## src/rtl/instruction_fetch_queue.sv

```systemverilog
// Prefetching instruction front end: sequential PC generation, pipelined imem requests,
// in-order response FIFO with redirect flush. Define INSTR_FETCH_PERF_EN for perf counters.
module instruction_fetch_queue #(
    parameter int              PC_W     = 32,
    parameter int              INSTR_W  = 32,
    parameter int              DEPTH    = 4,
    parameter int              PC_STEP  = 1,
    parameter logic [PC_W-1:0] RESET_PC = '0
) (
    input  logic               clk,
    input  logic               rst_n_i,
    input  logic               write_pc_i,
    input  logic [PC_W-1:0]    pc_i,
    output logic               imem_req_o,
    output logic [PC_W-1:0]    imem_addr_o,
    input  logic               imem_gnt_i,
    input  logic               imem_rvalid_i,
    input  logic [INSTR_W-1:0] imem_rdata_i,
    output logic               out_valid_o,
    input  logic               out_ready_i,
    output logic [PC_W-1:0]    out_pc_o,
    output logic [INSTR_W-1:0] out_instr_o
`ifdef INSTR_FETCH_PERF_EN
    ,
    output logic [31:0]        perf_fetched_o,
    output logic [31:0]        perf_stall_o,
    output logic [15:0]        perf_flush_o
`endif
);

    localparam int               CNT_W    = $clog2(DEPTH + 1);
    localparam int               PTR_W    = $clog2(DEPTH);
    localparam logic [CNT_W:0]   CREDIT   = (CNT_W + 1)'(DEPTH);
    localparam logic [PTR_W-1:0] PTR_LAST = PTR_W'(DEPTH - 1);

    function automatic logic [PTR_W-1:0] ptr_inc(input logic [PTR_W-1:0] p);
        return (p == PTR_LAST) ? '0 : p + PTR_W'(1);
    endfunction

    logic               run_q;
    logic [PC_W-1:0]    fetch_pc_q;
    logic [CNT_W-1:0]   occ_q;
    logic [CNT_W-1:0]   outst_q;
    logic [CNT_W-1:0]   discard_q;
    logic [PTR_W-1:0]   rptr_q;
    logic [PTR_W-1:0]   wptr_q;
    logic [PTR_W-1:0]   tag_rptr_q;
    logic [PTR_W-1:0]   tag_wptr_q;
    logic [PC_W-1:0]    tag_mem   [DEPTH];
    logic [PC_W-1:0]    pc_mem    [DEPTH];
    logic [INSTR_W-1:0] instr_mem [DEPTH];

    logic               head_vld_p1;
    logic [PC_W-1:0]    head_pc_p1;
    logic [INSTR_W-1:0] head_instr_p1;

    logic               fire;
    logic               tag_empty;
    logic               resp_keep;
    logic               tag_push;
    logic               tag_pop;
    logic               pop;
    logic [PC_W-1:0]    resp_pc;
    logic [CNT_W:0]     in_flight;
    logic [CNT_W-1:0]   outst_nxt;
    logic [CNT_W-1:0]   occ_left;
    logic [CNT_W-1:0]   occ_nxt;
    logic [PTR_W-1:0]   rptr_nxt;

    // Stage 0: credit, request/response bookkeeping and FIFO next-state
    always_comb begin
        in_flight  = {1'b0, occ_q} + {1'b0, outst_q};
        imem_req_o = run_q & ~write_pc_i & (in_flight < CREDIT);
        fire       = imem_req_o & imem_gnt_i;
        // Non-discarded outstanding requests are exactly the live tag entries.
        tag_empty  = (outst_q == discard_q);
        resp_keep  = imem_rvalid_i & (discard_q == '0) & ~write_pc_i;
        resp_pc    = tag_empty ? fetch_pc_q : tag_mem[tag_rptr_q];
        tag_push   = fire & ~(resp_keep & tag_empty);
        tag_pop    = resp_keep & ~tag_empty;
        pop        = head_vld_p1 & out_ready_i & ~write_pc_i;
        outst_nxt  = outst_q + CNT_W'(fire) - CNT_W'(imem_rvalid_i);
        occ_left   = occ_q - CNT_W'(pop);
        occ_nxt    = occ_left + CNT_W'(resp_keep);
        rptr_nxt   = pop ? ptr_inc(rptr_q) : rptr_q;
    end

    assign imem_addr_o = fetch_pc_q;

    always_ff @(posedge clk) begin
        if (resp_keep) begin
            pc_mem[wptr_q]    <= resp_pc;
            instr_mem[wptr_q] <= imem_rdata_i;
        end
        if (tag_push) begin
            tag_mem[tag_wptr_q] <= fetch_pc_q;
        end
    end

    // Stage 1: registered control state and head-of-queue output register
    always_ff @(posedge clk) begin
        if (!rst_n_i) begin
            run_q         <= 1'b0;
            fetch_pc_q    <= RESET_PC;
            occ_q         <= '0;
            outst_q       <= '0;
            discard_q     <= '0;
            rptr_q        <= '0;
            wptr_q        <= '0;
            tag_rptr_q    <= '0;
            tag_wptr_q    <= '0;
            head_vld_p1   <= 1'b0;
            head_pc_p1    <= '0;
            head_instr_p1 <= '0;
        end else begin
            run_q   <= 1'b1;
            outst_q <= outst_nxt;
            if (write_pc_i) begin
                // Everything still in flight after this cycle belongs to the old stream.
                fetch_pc_q  <= pc_i;
                discard_q   <= outst_nxt;
                occ_q       <= '0;
                rptr_q      <= '0;
                wptr_q      <= '0;
                tag_rptr_q  <= '0;
                tag_wptr_q  <= '0;
                head_vld_p1 <= 1'b0;
            end else begin
                if (fire) begin
                    fetch_pc_q <= fetch_pc_q + PC_W'(PC_STEP);
                end
                if (imem_rvalid_i && (discard_q != '0)) begin
                    discard_q <= discard_q - CNT_W'(1);
                end
                occ_q  <= occ_nxt;
                rptr_q <= rptr_nxt;
                if (resp_keep) begin
                    wptr_q <= ptr_inc(wptr_q);
                end
                if (tag_push) begin
                    tag_wptr_q <= ptr_inc(tag_wptr_q);
                end
                if (tag_pop) begin
                    tag_rptr_q <= ptr_inc(tag_rptr_q);
                end
                head_vld_p1 <= (occ_nxt != '0);
                if (occ_left != '0) begin
                    head_pc_p1    <= pc_mem[rptr_nxt];
                    head_instr_p1 <= instr_mem[rptr_nxt];
                end else if (resp_keep) begin
                    head_pc_p1    <= resp_pc;
                    head_instr_p1 <= imem_rdata_i;
                end
            end
        end
    end

    assign out_valid_o = head_vld_p1;
    assign out_pc_o    = head_pc_p1;
    assign out_instr_o = head_instr_p1;

`ifdef INSTR_FETCH_PERF_EN
    function automatic logic [31:0] sat_inc32(input logic [31:0] v);
        return (v == '1) ? v : v + 32'd1;
    endfunction

    function automatic logic [15:0] sat_inc16(input logic [15:0] v);
        return (v == '1) ? v : v + 16'd1;
    endfunction

    logic [31:0] fetched_q;
    logic [31:0] stall_q;
    logic [15:0] flush_q;

    always_ff @(posedge clk) begin
        if (!rst_n_i) begin
            fetched_q <= '0;
            stall_q   <= '0;
            flush_q   <= '0;
        end else begin
            if (pop) begin
                fetched_q <= sat_inc32(fetched_q);
            end
            if (!head_vld_p1) begin
                stall_q <= sat_inc32(stall_q);
            end
            if (write_pc_i) begin
                flush_q <= sat_inc16(flush_q);
            end
        end
    end

    assign perf_fetched_o = fetched_q;
    assign perf_stall_o   = stall_q;
    assign perf_flush_o   = flush_q;
`endif

endmodule
```

## config.mk

```make
export PLATFORM = sky130hd
export DESIGN_NAME = instruction_fetch_queue
export DESIGN_NICKNAME = d
export VERILOG_FILES = /design/src/rtl/instruction_fetch_queue.sv
export SDC_FILE = /design/constraint.sdc
export NUM_CORES = 1
export LEC_CHECK = 0
export BUFFER_PORTS_ARGS = -buffer_cell sky130_fd_sc_hd__buf_2
export CORE_ASPECT_RATIO = 0.5
export CORE_MARGIN = 3
export CORE_UTILIZATION = 59
export CTS_BUF_LIST = sky130_fd_sc_hd__clkbuf_8 sky130_fd_sc_hd__clkbuf_16
export CTS_CLUSTER_DIAMETER = 150
export DETAILED_ROUTE_END_ITERATION = 16
export GPL_ROUTABILITY_DRIVEN = 0
export PLACE_DENSITY = 0.88
export SLEW_MARGIN = 20
export SYNTH_ARGS = -nofsm -noshare
export SYNTH_HDL_FRONTEND = slang
export SYNTH_SLANG_ARGS = --single-unit
```

## constraint.sdc

```tcl
create_clock -name clk -period 4.2 [get_ports clk]
set_input_delay 0.63 -clock clk [delete_from_list [all_inputs] [get_ports clk]]
set_output_delay 0.63 -clock clk [all_outputs]
set_load 0.01 [all_outputs]
```

==> run metrics, run 1 <==
Max-slew headroom 41.5%; Critical Path End Type flop; initial antenna violation count 2; Tightest Pin Transition 0.872 ns; critical path class reg -> reg; top_reg_cell synth edfxtp_1; Clock Skews 0.0209 ns; Global Route Usage Sum 27.2%; Seq cells post-synth 501; final net count 1564; endpoint arrival time on the critical path 3.33 ns; I/O pin cnt 168; number of global-route vias before repair 13200; crit path time final 3.10 ns; cells after synthesis 1319; Critical Path Fanout Max 26; Setup Fix Bufs, Post-CTS 0; total CTS buffers 42; Post-Layout Cell Count 1948; DR iter-0 viols 1920; post-route ant nets 0; Clk pin slew, worst setup/hold paths 0.07 ns; vias per cell 6.74; CTS max path bufs 3; status finished clean; first-pass GRT wire length 76000 um; H-tree levels 2; WP data required 4.43 ns; post-synthesis cell area 20100 um2; Final WS setup 1.10 ns; Initial Util 60.3%; PortBufs 167; drt pass-1 iters 7; startpoint types flop; Synth async-reset ratio 0%; DP HPWL 29100 um; drt total wl 49900 um; CTS Root Cell clkbuf_16; share of cells above drive strength 1 25.0%; Final Hold Fails 0; dpl ws 0.995 ns; post-cts sizing count 0; Inst Count DP 1869; post-route cell area 22900 um2; HP Class in -> reg; syn_area_per_cell 15.2 um2; maximum clock frequency 0.323 GHz; Overflow after GRT 0; placed cell areas 21400 um2; Die Area 36400 um2; Post-Synthesis Net Count 1411; EDFF count, synth 384; Leak 8.60 nW; Core ar. 33300 um2; post-synth cell types 57; RSZ-0062 raised after global routing false; hold buffers post-CTS 0; Worst VDD drop 296 uV; largest net degree at the start of global routing 99; Final Core Density 68.7%; pwr dens 522 nW/um2; post-synthesis sequential area ratio 69.1%; setup tns final 0 ns; Period Utilization, post-route 73.8%; Register Area 13900 um2; Max Cap Viol 0; final setup fails 0; Multi-input gate area 5770 um2; P&R area growth vs syn 13.9%; Clk Latency, worst-skew pair 0.56 ns; chip width 267 um; Die Height 136 um; row count 47; Fillers 1975; Residual DRC 0; CTS tree done; hold path startpoint imem_rdata_i[10]; wire per inst 25.6 um; # clock sinks 501; max-slew violation count 0; worst reg2reg startpoint discard_q[0]$_SDFFE_PN0P_; Crit. Startpoint discard_q[0]$_SDFFE_PN0P_; Yosys warnings 0; vias 13100
state kept, by name (all words and copies together), names as in the netlist, 3 cells and up, named ones only:
name / flops
pc_mem: 128
out_pc_o: 32
discard_q: 3
outst_q: 3
imem_addr_o: 32
occ_q: 3
tag_mem: 128
out_instr_o: 32
instr_mem: 128
final timing paths:
path                                endpoint  slack (ns)  cells past startpoint
setup / recovery      pc_mem[0][7]$_DFFE_PP_        1.10                      6
hold / removal    instr_mem[2][10]$_DFFE_PP_        0.32                      1
setup reg to reg      pc_mem[0][7]$_DFFE_PP_        1.10                      6
hold reg to reg                         flop        0.52                      2
layout make-up:
cell class | instances | area share (%)
antenna | 1 | 0.0109
clock buffer | 49 | 5.17
clock inverter | 29 | 0.985
inverter | 26 | 0.427
multi-input combinational | 705 | 25.2
sequential | 501 | 60.7
tap | 441 | 2.41
timing repair buffer | 196 | 5.05
layout by cell type, fill, tap and decap left out, drive strengths merged, types with 2 or more instances in the layout:
cell	Yosys	routed
nor3	11	11
nand4	11	11
o21ai	57	57
inv	25	39
a21oi	65	65
or2	2	2
o22a	33	33
nor2	33	33
a221oi	32	32
and4	4	4
mux4	32	32
clkinv	1	11
a41oi	2	2
nand2	60	60
and3	6	6
or3	8	8
dfxtp	117	117
and2	16	16
buf	28	196
mux2i	73	73
nor4	4	4
xnor2	12	12
a2bb2oi	2	2
o211ai	2	2
nand3b	2	2
clkbuf	59	49
ha	21	21
o221ai	31	31
nand2b	3	3
mux2	64	64
a22oi	33	33
edfxtp	384	384
nand3	18	18
or4	2	2
xor2	3	3
bufinv	0	4
a31oi	47	47
o311ai	2	2
a32oi	5	5
Yosys cell counts (11+ instances only):
cell | n | area, um2
nand3_1 | 17 | 85.1
a221oi_1 | 32 | 280
inv_1 | 23 | 86.3
clkbuf_1 | 59 | 221
mux2i_1 | 72 | 721
and2_1 | 16 | 100
xnor2_1 | 12 | 105
a22oi_1 | 33 | 248
nand2_1 | 60 | 225
nor3_1 | 11 | 55.1
o21ai_0 | 57 | 285
dfxtp_1 | 117 | 2340
buf_2 | 23 | 115
mux4_2 | 32 | 721
edfxtp_1 | 384 | 11500
ha_1 | 21 | 263
a21oi_1 | 65 | 325
nor2_1 | 33 | 124
a31oi_1 | 47 | 294
o221ai_1 | 31 | 272
o22a_1 | 33 | 289
mux2_2 | 64 | 721
worst max-delay path: stages (launching register included):
cell,delay [ns]
dfxtp_1,0.32
inv_1,0.11
ha_1,0.18
nand3b_1,0.40
nor2_1,0.58
and2_2,0.76
buf_4,0.39
through the flow:
stage	total power, mW	hold slack [ns]
final	11.9	0.315
after global routing	12.3	0.304
after CTS	11.9	0.293
after detailed placement	7.96	0.482
after floorplan	7.24	0.451
after global placement	7.84	0.458
metal layers:
layer	global-route usage, %	up-vias	wire [um]
li1	-	5530	-
met2	46.7	928	24900
met1	34.6	6499	18100
met3	5.75	170	5050
met4	10.2	2	1760
met5	0	-	20
cells by family after synthesis:
family          share of synthesized area [%]
mux                                      10.9
compound gates                           10.7
buf+inv                                  2.33
flops                                    69.1
simple gates                             4.87
fa+ha+maj                                1.41
xor+xnor                                0.654
report_power, final:
part / leakage (nW) / total (mW) / switching, mW / internal, mW
registers: 4.46 / 6.06 / 0.241 / 5.82
logic: 3.39 / 1.89 / 1.19 / 0.699
clock network: 0.744 / 3.97 / 1.72 / 2.25
total: 8.60 / 11.9 / 3.15 / 8.77
Power figures use the tool's default switching activity.
==> run 2: changes to the inputs <==
==> constraint.sdc (replaced) <==
create_clock -name clk -period 3.2 [get_ports clk]
set_input_delay 0.48 -clock clk [delete_from_list [all_inputs] [get_ports clk]]
set_output_delay 0.48 -clock clk [all_outputs]
set_load 0.01 [all_outputs]
==> run metrics, run 2 (synthesis gave the netlist of run 1 again) <==
status finished clean; Worst VDD drop 336 uV; worst reg2reg startpoint outst_q[1]$_SDFF_PN0_; r2r worst-path depth 11; hold path startpoint imem_rdata_i[21]; startpoint types flop; Global Route Usage Sum 28.0%; chip width 267 um; I/O pin cnt 168; busiest grt layer met2; Clock Skews 0.0141 ns; CTS tree done; critical path class reg -> reg; share of cells above drive strength 1 25.3%; H-tree levels 2; Core ar. 33300 um2; # clock sinks 501; Overflow after GRT 0; Final Hold Fails 0; Die Area 36400 um2; PortBufs 167; max-slew violation count 0; worst reg2reg setup slack 0.32 ns; initial antenna violation count 5; Period Utilization, post-route 90.0%; crit path time final 2.88 ns; GRT met2 Usage 47.6%; Tightest Pin Transition 0.892 ns; Max-slew headroom 40.2%; setup tns final 0 ns; post-route ant nets 0; Clk Latency, worst-skew pair 0.55 ns; CTS Root Cell clkbuf_16; most frequent cells in the layout edfxtp_1 (384), buf_2 (167), dfxtp_1 (116), mux2i_1 (71); pwr dens 681 nW/um2; worst r2r dst discard_q[2]$_SDFFE_PN0P_; vias per cell 6.77; final net count 1576; grt met1 use 35.3%; hold buffers post-CTS 0; Leak 8.63 nW; hold path depth 1; Setup Fix Bufs, Post-CTS 0; first-pass GRT wire length 77800 um; Hold WS 0.162 ns; row count 47; Critical Path Fanout Max 4; Clk pin slew, worst setup/hold paths 0.07 ns; post-cts sizing count 0; Hold Path End instr_mem[3][21]$_DFFE_PP_; leading cell type in the layout, fill and taps excluded edfxtp_1; P&R area growth vs syn 14.3%; WP data required 3.67 ns; grt met3 use 6.08%; vias 13300; Residual DRC 0; final setup fails 0; DR iter-0 viols 2036; total CTS buffers 42; drt total wl 51500 um; CTS max path bufs 3; DP HPWL 29300 um; endpoint arrival time on the critical path 3.35 ns; Initial Util 60.3%; maximum clock frequency 0.347 GHz; Max Cap Viol 0; Critical Path End Type flop; drt pass-1 iters 6; wire per inst 26.3 um; RSZ-0062 raised after global routing false; largest net degree at the start of global routing 98; Die Height 136 um; HP Class in -> reg; number of global-route vias before repair 13400; top flop regs instr_mem x128, pc_mem x128, tag_mem x128
==> run 2: cell type report <==
class | instances | area, um2
Inverter | 26 | 97.6
Sequential cell | 501 | 13900
Multi-Input combinational cell | 705 | 5770
Tap cell | 441 | 552
Clock inverter | 27 | 195
Antenna cell | 3 | 7.51
Timing Repair Buffer | 208 | 1280
Clock buffer | 48 | 1170
Fill cell | 1975 | 10300
==> run 2: critical path: stages (launching register included) <==
cell and delay [ns]:
dfxtp_1 0.37, ha_1 0.22, nor4b_1 0.51, and4_1 0.34, inv_2 0.05, ha_1 0.27, inv_1 0.04, ha_1 0.18
fa_1 0.39, xnor2_1 0.23, mux2i_1 0.11, nor2_1 0.09
==> run 2: metal layers <==
metal  share of wire (%)  vias to the layer above
met2                  49                     1017
met4                 3.7                        4
met1                  36                     6517
li1                    -                     5552
met3                  11                      173
met5               0.052                        -
==> run 2: worst max path at each step <==
stage	endpoint	cells after the start	slack (ns)	startpoint
after floorplan	instr_mem[1][0]$_DFFE_PP_	5	0.17	discard_q[0]$_SDFFE_PN0P_
after global placement	out_instr_o[17]$_SDFFE_PN0P_	11	0.39	write_pc_i
after detailed placement	out_instr_o[26]$_SDFFE_PN0P_	11	0.22	write_pc_i
after CTS	discard_q[2]$_SDFFE_PN0P_	11	0.34	outst_q[1]$_SDFF_PN0_
after global routing	discard_q[2]$_SDFFE_PN0P_	11	0.17	outst_q[1]$_SDFF_PN0_
final	discard_q[2]$_SDFFE_PN0P_	11	0.32	outst_q[1]$_SDFF_PN0_
==> run 2: where the power goes <==
group / switching [mW] / total (mW) / internal (mW)
clock: 2.29 / 5.13 / 2.85
sequential: 0.292 / 7.93 / 7.64
combinational: 1.62 / 2.56 / 0.934
==> run 2: stage by stage <==
stage                     cells  util, %  worst slack [ns]  area (um2)  total power [mW]
after floorplan            1319        -             0.166       20100              9.50
after global placement     1881     64.8             0.389       21600              10.3
after detailed placement   1881     64.8             0.218       21600              10.5
after CTS                  1956     68.9             0.342       22900              15.6
after global routing       1959     68.9             0.174       22900              16.1
final                      1959     68.9             0.320       22900              15.6
